$ cat src/rtl/mesi_cpu_agent.sv
// Per-CPU MESI coherence agent: issues main-bus requests toward mesi_isc and
// services coherence-bus snoops/enables against a small direct-mapped tag/state table.
module mesi_cpu_agent #(
  parameter int ADDR_WIDTH     = 32,
  parameter int MBUS_CMD_WIDTH = 3,
  parameter int CBUS_CMD_WIDTH = 3,
  parameter int LINES_LOG2     = 2,
  parameter int OFFSET_WIDTH   = 2
) (
  input  logic                      clk,
  input  logic                      rst,
  input  logic                      cpu_req_i,
  input  logic                      cpu_wr_i,
  input  logic [ADDR_WIDTH-1:0]     cpu_addr_i,
  output logic                      cpu_ready_o,
  output logic                      cpu_done_o,
  output logic [MBUS_CMD_WIDTH-1:0] mbus_cmd_o,
  output logic [ADDR_WIDTH-1:0]     mbus_addr_o,
  input  logic                      mbus_ack_i,
  input  logic [CBUS_CMD_WIDTH-1:0] cbus_cmd_i,
  input  logic [ADDR_WIDTH-1:0]     cbus_addr_i,
  output logic                      cbus_ack_o
);

  localparam int LINES  = 1 << LINES_LOG2;
  localparam int LN_W   = ADDR_WIDTH - OFFSET_WIDTH;
  localparam int TAG_W  = LN_W - LINES_LOG2;
  localparam int TAG_LO = OFFSET_WIDTH + LINES_LOG2;

  localparam logic [MBUS_CMD_WIDTH-1:0] MB_NOP      = '0;
  localparam logic [MBUS_CMD_WIDTH-1:0] MB_WR       = MBUS_CMD_WIDTH'(1);
  localparam logic [MBUS_CMD_WIDTH-1:0] MB_WR_BROAD = MBUS_CMD_WIDTH'(3);
  localparam logic [MBUS_CMD_WIDTH-1:0] MB_RD_BROAD = MBUS_CMD_WIDTH'(4);

  localparam logic [CBUS_CMD_WIDTH-1:0] CB_NOP      = '0;
  localparam logic [CBUS_CMD_WIDTH-1:0] CB_WR_SNOOP = CBUS_CMD_WIDTH'(1);
  localparam logic [CBUS_CMD_WIDTH-1:0] CB_RD_SNOOP = CBUS_CMD_WIDTH'(2);
  localparam logic [CBUS_CMD_WIDTH-1:0] CB_EN_WR    = CBUS_CMD_WIDTH'(3);
  localparam logic [CBUS_CMD_WIDTH-1:0] CB_EN_RD    = CBUS_CMD_WIDTH'(4);

  typedef enum logic [2:0] {
    IDLE, LOOKUP, EVICT, BROAD, WAIT_EN, SNP_WB, SNP_ACK, ACK_GAP
  } state_t;

  typedef enum logic [1:0] {LS_I = 2'd0, LS_S = 2'd1, LS_E = 2'd2, LS_M = 2'd3} line_t;

  state_t                  state;
  line_t                   lst  [LINES];
  logic [TAG_W-1:0]        ltag [LINES];
  logic                    pend;
  logic                    req_wr;
  logic [LN_W-1:0]         req_line;
  logic                    snp_wr;

  logic [LINES_LOG2-1:0]   r_idx, s_idx, w_idx;
  logic [TAG_W-1:0]        r_tag, s_tag;
  logic [LN_W-1:0]         s_line;
  logic                    r_hit, s_hit, is_snoop, en_match;
  logic [MBUS_CMD_WIDTH-1:0] bcast_cmd;
  logic                    unused_ok;

  assign unused_ok = &{1'b0, cpu_addr_i[OFFSET_WIDTH-1:0], cbus_addr_i[OFFSET_WIDTH-1:0]};

  always_comb begin
    r_idx     = req_line[LINES_LOG2-1:0];
    r_tag     = req_line[LN_W-1:LINES_LOG2];
    s_line    = cbus_addr_i[ADDR_WIDTH-1:OFFSET_WIDTH];
    s_idx     = s_line[LINES_LOG2-1:0];
    s_tag     = s_line[LN_W-1:LINES_LOG2];
    w_idx     = mbus_addr_o[TAG_LO-1:OFFSET_WIDTH];
    r_hit     = (lst[r_idx] != LS_I) && (ltag[r_idx] == r_tag);
    s_hit     = (lst[s_idx] != LS_I) && (ltag[s_idx] == s_tag);
    is_snoop  = (cbus_cmd_i == CB_WR_SNOOP) || (cbus_cmd_i == CB_RD_SNOOP);
    en_match  = pend && (s_line == req_line) &&
                (req_wr ? (cbus_cmd_i == CB_EN_WR) : (cbus_cmd_i == CB_EN_RD));
    bcast_cmd = req_wr ? MB_WR_BROAD : MB_RD_BROAD;
  end

  assign cpu_ready_o = rst && (state == IDLE) && (cbus_cmd_i == CB_NOP);

  always_ff @(posedge clk or negedge rst) begin
    if (!rst) begin
      state       <= IDLE;
      lst         <= '{default: LS_I};
      ltag        <= '{default: '0};
      pend        <= 1'b0;
      req_wr      <= 1'b0;
      req_line    <= '0;
      snp_wr      <= 1'b0;
      mbus_cmd_o  <= MB_NOP;
      mbus_addr_o <= '0;
      cbus_ack_o  <= 1'b0;
      cpu_done_o  <= 1'b0;
    end else begin
      cpu_done_o <= 1'b0;
      cbus_ack_o <= 1'b0;
      case (state)
        // IDLE and WAIT_EN share snoop service; pend steers ACK_GAP back to the right one.
        IDLE, WAIT_EN: begin
          if (state == WAIT_EN && en_match) begin
            ltag[r_idx] <= r_tag;
            lst[r_idx]  <= req_wr ? LS_M : LS_S;
            cbus_ack_o  <= 1'b1;
            cpu_done_o  <= 1'b1;
            pend        <= 1'b0;
            state       <= ACK_GAP;
          end else if (cbus_cmd_i != CB_NOP) begin
            if (is_snoop && s_hit && lst[s_idx] == LS_M) begin
              mbus_cmd_o  <= MB_WR;
              mbus_addr_o <= {s_line, {OFFSET_WIDTH{1'b0}}};
              snp_wr      <= (cbus_cmd_i == CB_WR_SNOOP);
              state       <= SNP_WB;
            end else begin
              if (s_hit && cbus_cmd_i == CB_WR_SNOOP) lst[s_idx] <= LS_I;
              if (s_hit && cbus_cmd_i == CB_RD_SNOOP && lst[s_idx] == LS_E) lst[s_idx] <= LS_S;
              state <= SNP_ACK;
            end
          end else if (state == IDLE && cpu_req_i) begin
            req_line <= cpu_addr_i[ADDR_WIDTH-1:OFFSET_WIDTH];
            req_wr   <= cpu_wr_i;
            state    <= LOOKUP;
          end
        end
        LOOKUP: begin
          if (r_hit && (!req_wr || lst[r_idx] != LS_S)) begin
            if (req_wr) lst[r_idx] <= LS_M;
            cpu_done_o <= 1'b1;
            state      <= IDLE;
          end else begin
            pend <= 1'b1;
            if (!r_hit && lst[r_idx] == LS_M) begin
              mbus_cmd_o  <= MB_WR;
              mbus_addr_o <= {ltag[r_idx], r_idx, {OFFSET_WIDTH{1'b0}}};
              state       <= EVICT;
            end else begin
              mbus_cmd_o  <= bcast_cmd;
              mbus_addr_o <= {req_line, {OFFSET_WIDTH{1'b0}}};
              state       <= BROAD;
            end
          end
        end
        EVICT: begin
          if (mbus_ack_i) begin
            lst[r_idx] <= LS_I;
            mbus_cmd_o <= MB_NOP;
            state      <= BROAD;
          end
        end
        // Entered with NOP after an eviction: load the broadcast first, then wait for its ack.
        BROAD: begin
          if (mbus_cmd_o == MB_NOP) begin
            mbus_cmd_o  <= bcast_cmd;
            mbus_addr_o <= {req_line, {OFFSET_WIDTH{1'b0}}};
          end else if (mbus_ack_i) begin
            mbus_cmd_o <= MB_NOP;
            state      <= WAIT_EN;
          end
        end
        SNP_WB: begin
          if (mbus_ack_i) begin
            lst[w_idx] <= snp_wr ? LS_I : LS_S;
            mbus_cmd_o <= MB_NOP;
            cbus_ack_o <= 1'b1;
            state      <= ACK_GAP;
          end
        end
        SNP_ACK: begin
          cbus_ack_o <= 1'b1;
          state      <= ACK_GAP;
        end
        ACK_GAP: state <= pend ? WAIT_EN : IDLE;
        default: state <= IDLE;
      endcase
    end
  end

endmodule

$ cat config.mk
export PLATFORM = sky130hd
export DESIGN_NAME = mesi_cpu_agent
export DESIGN_NICKNAME = d
export VERILOG_FILES = /design/src/rtl/mesi_cpu_agent.sv
export SDC_FILE = /design/constraint.sdc
export NUM_CORES = 1
export LEC_CHECK = 0
export CORE_ASPECT_RATIO = 0.7
export CORE_UTILIZATION = 35
export CTS_CLUSTER_DIAMETER = 120
export DETAILED_ROUTE_END_ITERATION = 10
export PLACE_DENSITY = 0.63
export SLEW_MARGIN = 20
export SYNTH_ARGS = -nofsm -noshare
export SYNTH_HDL_FRONTEND = slang
export SYNTH_SLANG_ARGS = --single-unit
$ cat constraint.sdc
create_clock -name clk -period 8.6 [get_ports clk]
set_input_delay 2.15 -clock clk [delete_from_list [all_inputs] [get_ports clk]]
set_output_delay 2.15 -clock clk [all_outputs]
set_load 0.03 [all_outputs]
==> tab_implementation.tex <==
\begin{tabular}{lr}
\hline
Metric & Value \\
\hline
\multicolumn{2}{l}{\textbf{Outcome}} \\
\quad Violated checks & design-rule violations \\
\quad Outcome & finished with violations \\
\multicolumn{2}{l}{\textbf{Synthesis}} \\
\quad Number of distinct library cell variants in the gate-level netlist after synthesis & 68 \\
\quad Warnings from Yosys & 0 \\
\quad Most area-hungry cell type in the Yosys netlist & sky130\_fd\_sc\_hd\_\_dfrtp\_1 \\
\quad Cell Area, Synth & about 0.012 sq mm \\
\quad Number of enable-type register cells in the synthesized netlist & 0 \\
\quad Area contributors post-synth & sky130\_fd\_sc\_hd\_\_dfrtp\_1, sky130\_fd\_sc\_hd\_\_mux2\_2, sky130\_fd\_sc\_hd\_\_mux4\_2 \\
\quad Count of mapped cells out of synthesis & a little over 1000 \\
\quad Most common cell in the netlist & sky130\_fd\_sc\_hd\_\_dfrtp\_1 \\
\quad Portion of the post-synthesis area used by sequential elements & 40.8\% \\
\quad List of most frequent post-synthesis cells & sky130\_fd\_sc\_hd\_\_dfrtp\_1, sky130\_fd\_sc\_hd\_\_mux2\_2, sky130\_fd\_sc\_hd\_\_mux4\_2 \\
\quad Most used flip-flop cell after synthesis & sky130\_fd\_sc\_hd\_\_dfrtp\_1 \\
\quad Avg Synthesized Cell Area & around 12 sq um \\
\quad Top cell type's share of synthesized area & between 40\% and 50\% \\
\quad Async set-reset flop share out of synthesis & 100\% \\
\quad Register bit count reported by yosys & between 150 and 200 \\
\multicolumn{2}{l}{\textbf{Power and ir drop}} \\
\quad Leakage power summed over all cells & around 6.0 nW \\
\quad Net switching component of the power & between 0.5 and 0.6 mW \\
\quad Reg power frac & 46.6\% \\
\quad Overall power consumption & between 2 and 2.5 mW \\
\quad Internal Power & 1.45 mW \\
\quad VDD IR max & around 0.00014 V \\
\quad Power per cell area & 149 mW/mm\^{}2 \\
\quad Combinational cell fraction of total power & 14.1\% \\
\quad Fraction of power spent switching nets & $\sim$28\% \\
\quad Power share of the clock group & about two fifths \\
\multicolumn{2}{l}{\textbf{Clock network}} \\
\quad Clock Latency Late Sink & about 460 ps \\
\quad Setup fix buffers added after clock tree synthesis & 0 \\
\quad TritonCTS clock tree & built \\
\quad TritonCTS sink count & between 150 and 200 \\
\quad Clock Path Buffers & 2 \\
\quad TritonCTS Buffers & 17 \\
\quad Clock H-tree levels & 4 \\
\quad Post-CTS Hold Fix Bufs & 0 \\
\quad Number of resized instances in the post-cts repair step & 0 \\
\quad Library cell used as clock root buffer & sky130\_fd\_sc\_hd\_\_clkbuf\_16 \\
\quad Clock-pin slew on the worst setup and hold paths & $\sim$60 ps \\
\multicolumn{2}{l}{\textbf{Place}} \\
\quad DPL Wire Length & between 20000 and 25000 microns \\
\quad Placed cell count & around 1500 \\
\quad Number of input and output port buffers inserted & approximately 100 \\
\quad Global placement routability congestion & 0.976 \\
\quad Worst Setup Slack post-DPL & roughly 2100 ps \\
\multicolumn{2}{l}{\textbf{Timing}} \\
\quad Number of endpoints failing setup at the final stage & 0 \\
\quad Tightest slew margin relative to the limit & 24.5\% \\
\quad Achievable Freq & $\sim$0.15 GHz \\
\quad Final Hold Fails & 0 \\
\quad Fin worst setup slack & between 1500 and 2000 ps \\
\quad Clock Skews & roughly 10 ps \\
\quad Final period util & slightly below 80\% \\
\quad Clock period minus worst slack & between 6000 and 7000 ps \\
\quad Worst hold slack across all endpoints & $\sim$520 ps \\
\quad Total Neg Setup Slack & 0 ps \\
\quad Setup repair after global routing missed its margin & no \\
\quad Count of final max-slew check failures & 0 \\
\quad Worst Tran Pin Value & 1130 ps \\
\multicolumn{2}{l}{\textbf{Routing}} \\
\quad Count of routing violations after the opening detailed-route iteration & around 1100 \\
\quad Via count normalized by instance count & 5.76 \\
\quad Final antenna-violating net count & 0 \\
\quad Total iterations of the first detailed-routing run & 9 \\
\quad Routed vias & 8634 \\
\quad Total Wirelength & $\sim$35000 microns \\
\quad Drt drc & 7 \\
\quad Detail-routed net length per standard cell & $\sim$23 microns \\
\multicolumn{2}{l}{\textbf{Floorplanning}} \\
\quad Number of cell rows & 55 \\
\quad Width of the die & 221 microns \\
\quad Area inside the core boundary & $\sim$0.033 sq mm \\
\quad Die Outline Area & 0.0342 sq mm \\
\quad Number of top-level pins & 110 \\
\quad Effective utilization at floorplan & between 30 and 40\% \\
\quad Die height & 155 microns \\
\multicolumn{2}{l}{\textbf{Setup path}} \\
\quad Worst Path Class, Setup & in2out \\
\quad CP Data Arrival Time & about 4500 ps \\
\quad Largest stage delay on the critical path & around 810 ps \\
\quad Number of buffer and inverter stages on the critical path & 2 \\
\quad Kind of start point of the critical path & input port \\
\quad Highest-delay cell along the critical path & sky130\_fd\_sc\_hd\_\_nor3\_1 \\
\quad Cells on worst reg2reg path & 9 \\
\quad Critical register-to-register path endpoint & mbus\_addr\_o[31]\$\_DFFE\_PN0P\_ \\
\quad Number of cells on the critical path & 4 \\
\quad R2R Setup Slk & between 3000 and 4000 ps \\
\quad Highest net fanout along the worst path & 7 \\
\quad CP most frequent cell & sky130\_fd\_sc\_hd\_\_clkdlybuf4s50\_1 \\
\quad Req. time, crit path & approximately 6500 ps \\
\quad Crit end category & output port \\
\quad Critical path's top delay family & buffers and inverters \\
\quad Cell-by-cell listing of the critical path & clkdlybuf4s50\_1 > nor3\_1 > and4\_1 > clkdlybuf4s50\_1 \\
\quad Launching point of the worst reg2reg path & req\_line[0]\$\_DFFE\_PN0P\_ \\
\multicolumn{2}{l}{\textbf{Hold path}} \\
\quad Worst hold path depth & 2 \\
\quad Startpoint of the tightest hold check path & mbus\_addr\_o[11]\$\_DFFE\_PN0P\_ \\
\quad Worst hold path class & reg2reg \\
\quad Worst Hold End & mbus\_addr\_o[11]\$\_DFFE\_PN0P\_ \\
\multicolumn{2}{l}{\textbf{Cells and area}} \\
\quad Area growth from synthesis to layout & 16.0\% \\
\quad Layout Nets & 1131 \\
\quad Fin cells & 1499 \\
\quad Share of layout cells above drive strength 1 & 25.7\% \\
\quad Antenna diode count & 0 \\
\quad Count of fill cells added during filler insertion & roughly 3100 \\
\multicolumn{2}{l}{\textbf{Global route}} \\
\quad Number of antenna violations at the first check in global routing & 0 \\
\quad Maximum number of pins on one net before global-route repair & 79 \\
\quad Global-route wire length before repair & $\sim$53000 microns \\
\quad Sum of overflow across all layers after global routing & 0 \\
\quad Total Routing Usage GR & roughly a fifth \\
\quad Number of global-route vias before repair & 8610 \\
\multicolumn{2}{l}{\textbf{Flow run}} \\
\quad Max capacitance violation total & 0 \\
\hline
\end{tabular}
==> registers in the layout, indices dropped and copies added (netlist names) <==
signal,count
ltag,112
mbus_addr_o,30
req_line,30
lst,8
mbus_cmd_o,3
state,3
cbus_ack_o,1
cpu_done_o,1
pend,1
req_wr,1
snp_wr,1
==> layout make-up <==
type	instances	area, sq um	share of cell area [%]
inverter	41	154	1.13
multi-input combinational	691	6370	46.9
timing repair buffer	117	1170	8.61
clock inverter	10	104	0.764
tap	427	534	3.93
sequential	191	4780	35.2
clock buffer	22	474	3.49
==> worst max path at each step <==
stage	from	endpoint	slack, ps
after floorplan	cbus_cmd_i[0]	cpu_ready_o	3450
after global placement	cbus_cmd_i[2]	cpu_ready_o	2140
after detailed placement	cbus_cmd_i[2]	cpu_ready_o	2130
after CTS	cbus_cmd_i[2]	cpu_ready_o	2140
after global routing	cbus_cmd_i[2]	cpu_ready_o	1900
final	cbus_cmd_i[2]	cpu_ready_o	1980
==> through the flow <==
| stage | util, % | area [sq um] |
|---|---|---|
| 2_1_floorplan | - | 11700 |
| 3_3_place_gp | 39.7 | 12900 |
| 3_5_place_dp | 39.7 | 12900 |
| 4_1_cts | 41.5 | 13500 |
| 5_1_grt | 41.7 | 13600 |
| 6_report | 41.7 | 13600 |
==> metal layers <==
layer	track usage, %	share of wire, %
met5	0	0
met2	29.6	43
met3	6.43	10
met4	5.61	1.2
met1	31.1	46
==> worst min-delay path: stages (launching register included) <==
cell	delay [ps]
sky130_fd_sc_hd__dfrtp_1	370
sky130_fd_sc_hd__inv_1	50
sky130_fd_sc_hd__mux2i_1	50
==> kinds of logic after synthesis <==
family | Yosys count | share of synthesized area [%]
compound gates | 140 | 9.06
buf+inv | 126 | 5.08
xor+xnor | 78 | 5.83
simple gates | 212 | 9.74
mux | 259 | 29.5
flops | 191 | 40.8
other cells | 1 | 0.0320
==> placed cells by master, fill, tap and decap left out, drive strengths merged, types with 4 or more instances in the layout <==
cell type	count
xor2	26
nand2b	35
mux2i	48
clkbuf	23
o221ai	29
or2	4
a311oi	4
a21oi	23
clkinv	5
o211a	4
o21ai	25
nor2b	8
xnor2	52
o211ai	7
nand4	15
or3	5
mux4	53
a31oi	4
nand3	12
o31ai	4
nor4	12
or4	6
nor2	45
mux2	158
nand2	49
o311ai	5
dfrtp	191
inv	44
clkdlybuf4s50	100
a211oi	6
buf	16
nor3	9
a221oi	4
==> power groups by stage <==
stage / clock [mW] / combinational (mW) / sequential (mW)
after floorplan: 0 / 0.169 / 0.945
final: 0.796 / 0.286 / 0.943
after detailed placement: 0 / 0.280 / 0.959
after CTS: 0.814 / 0.280 / 0.941
after global placement: 0 / 0.279 / 0.959
after global routing: 0.844 / 0.314 / 0.946
(Power assumes the default switching activity.)
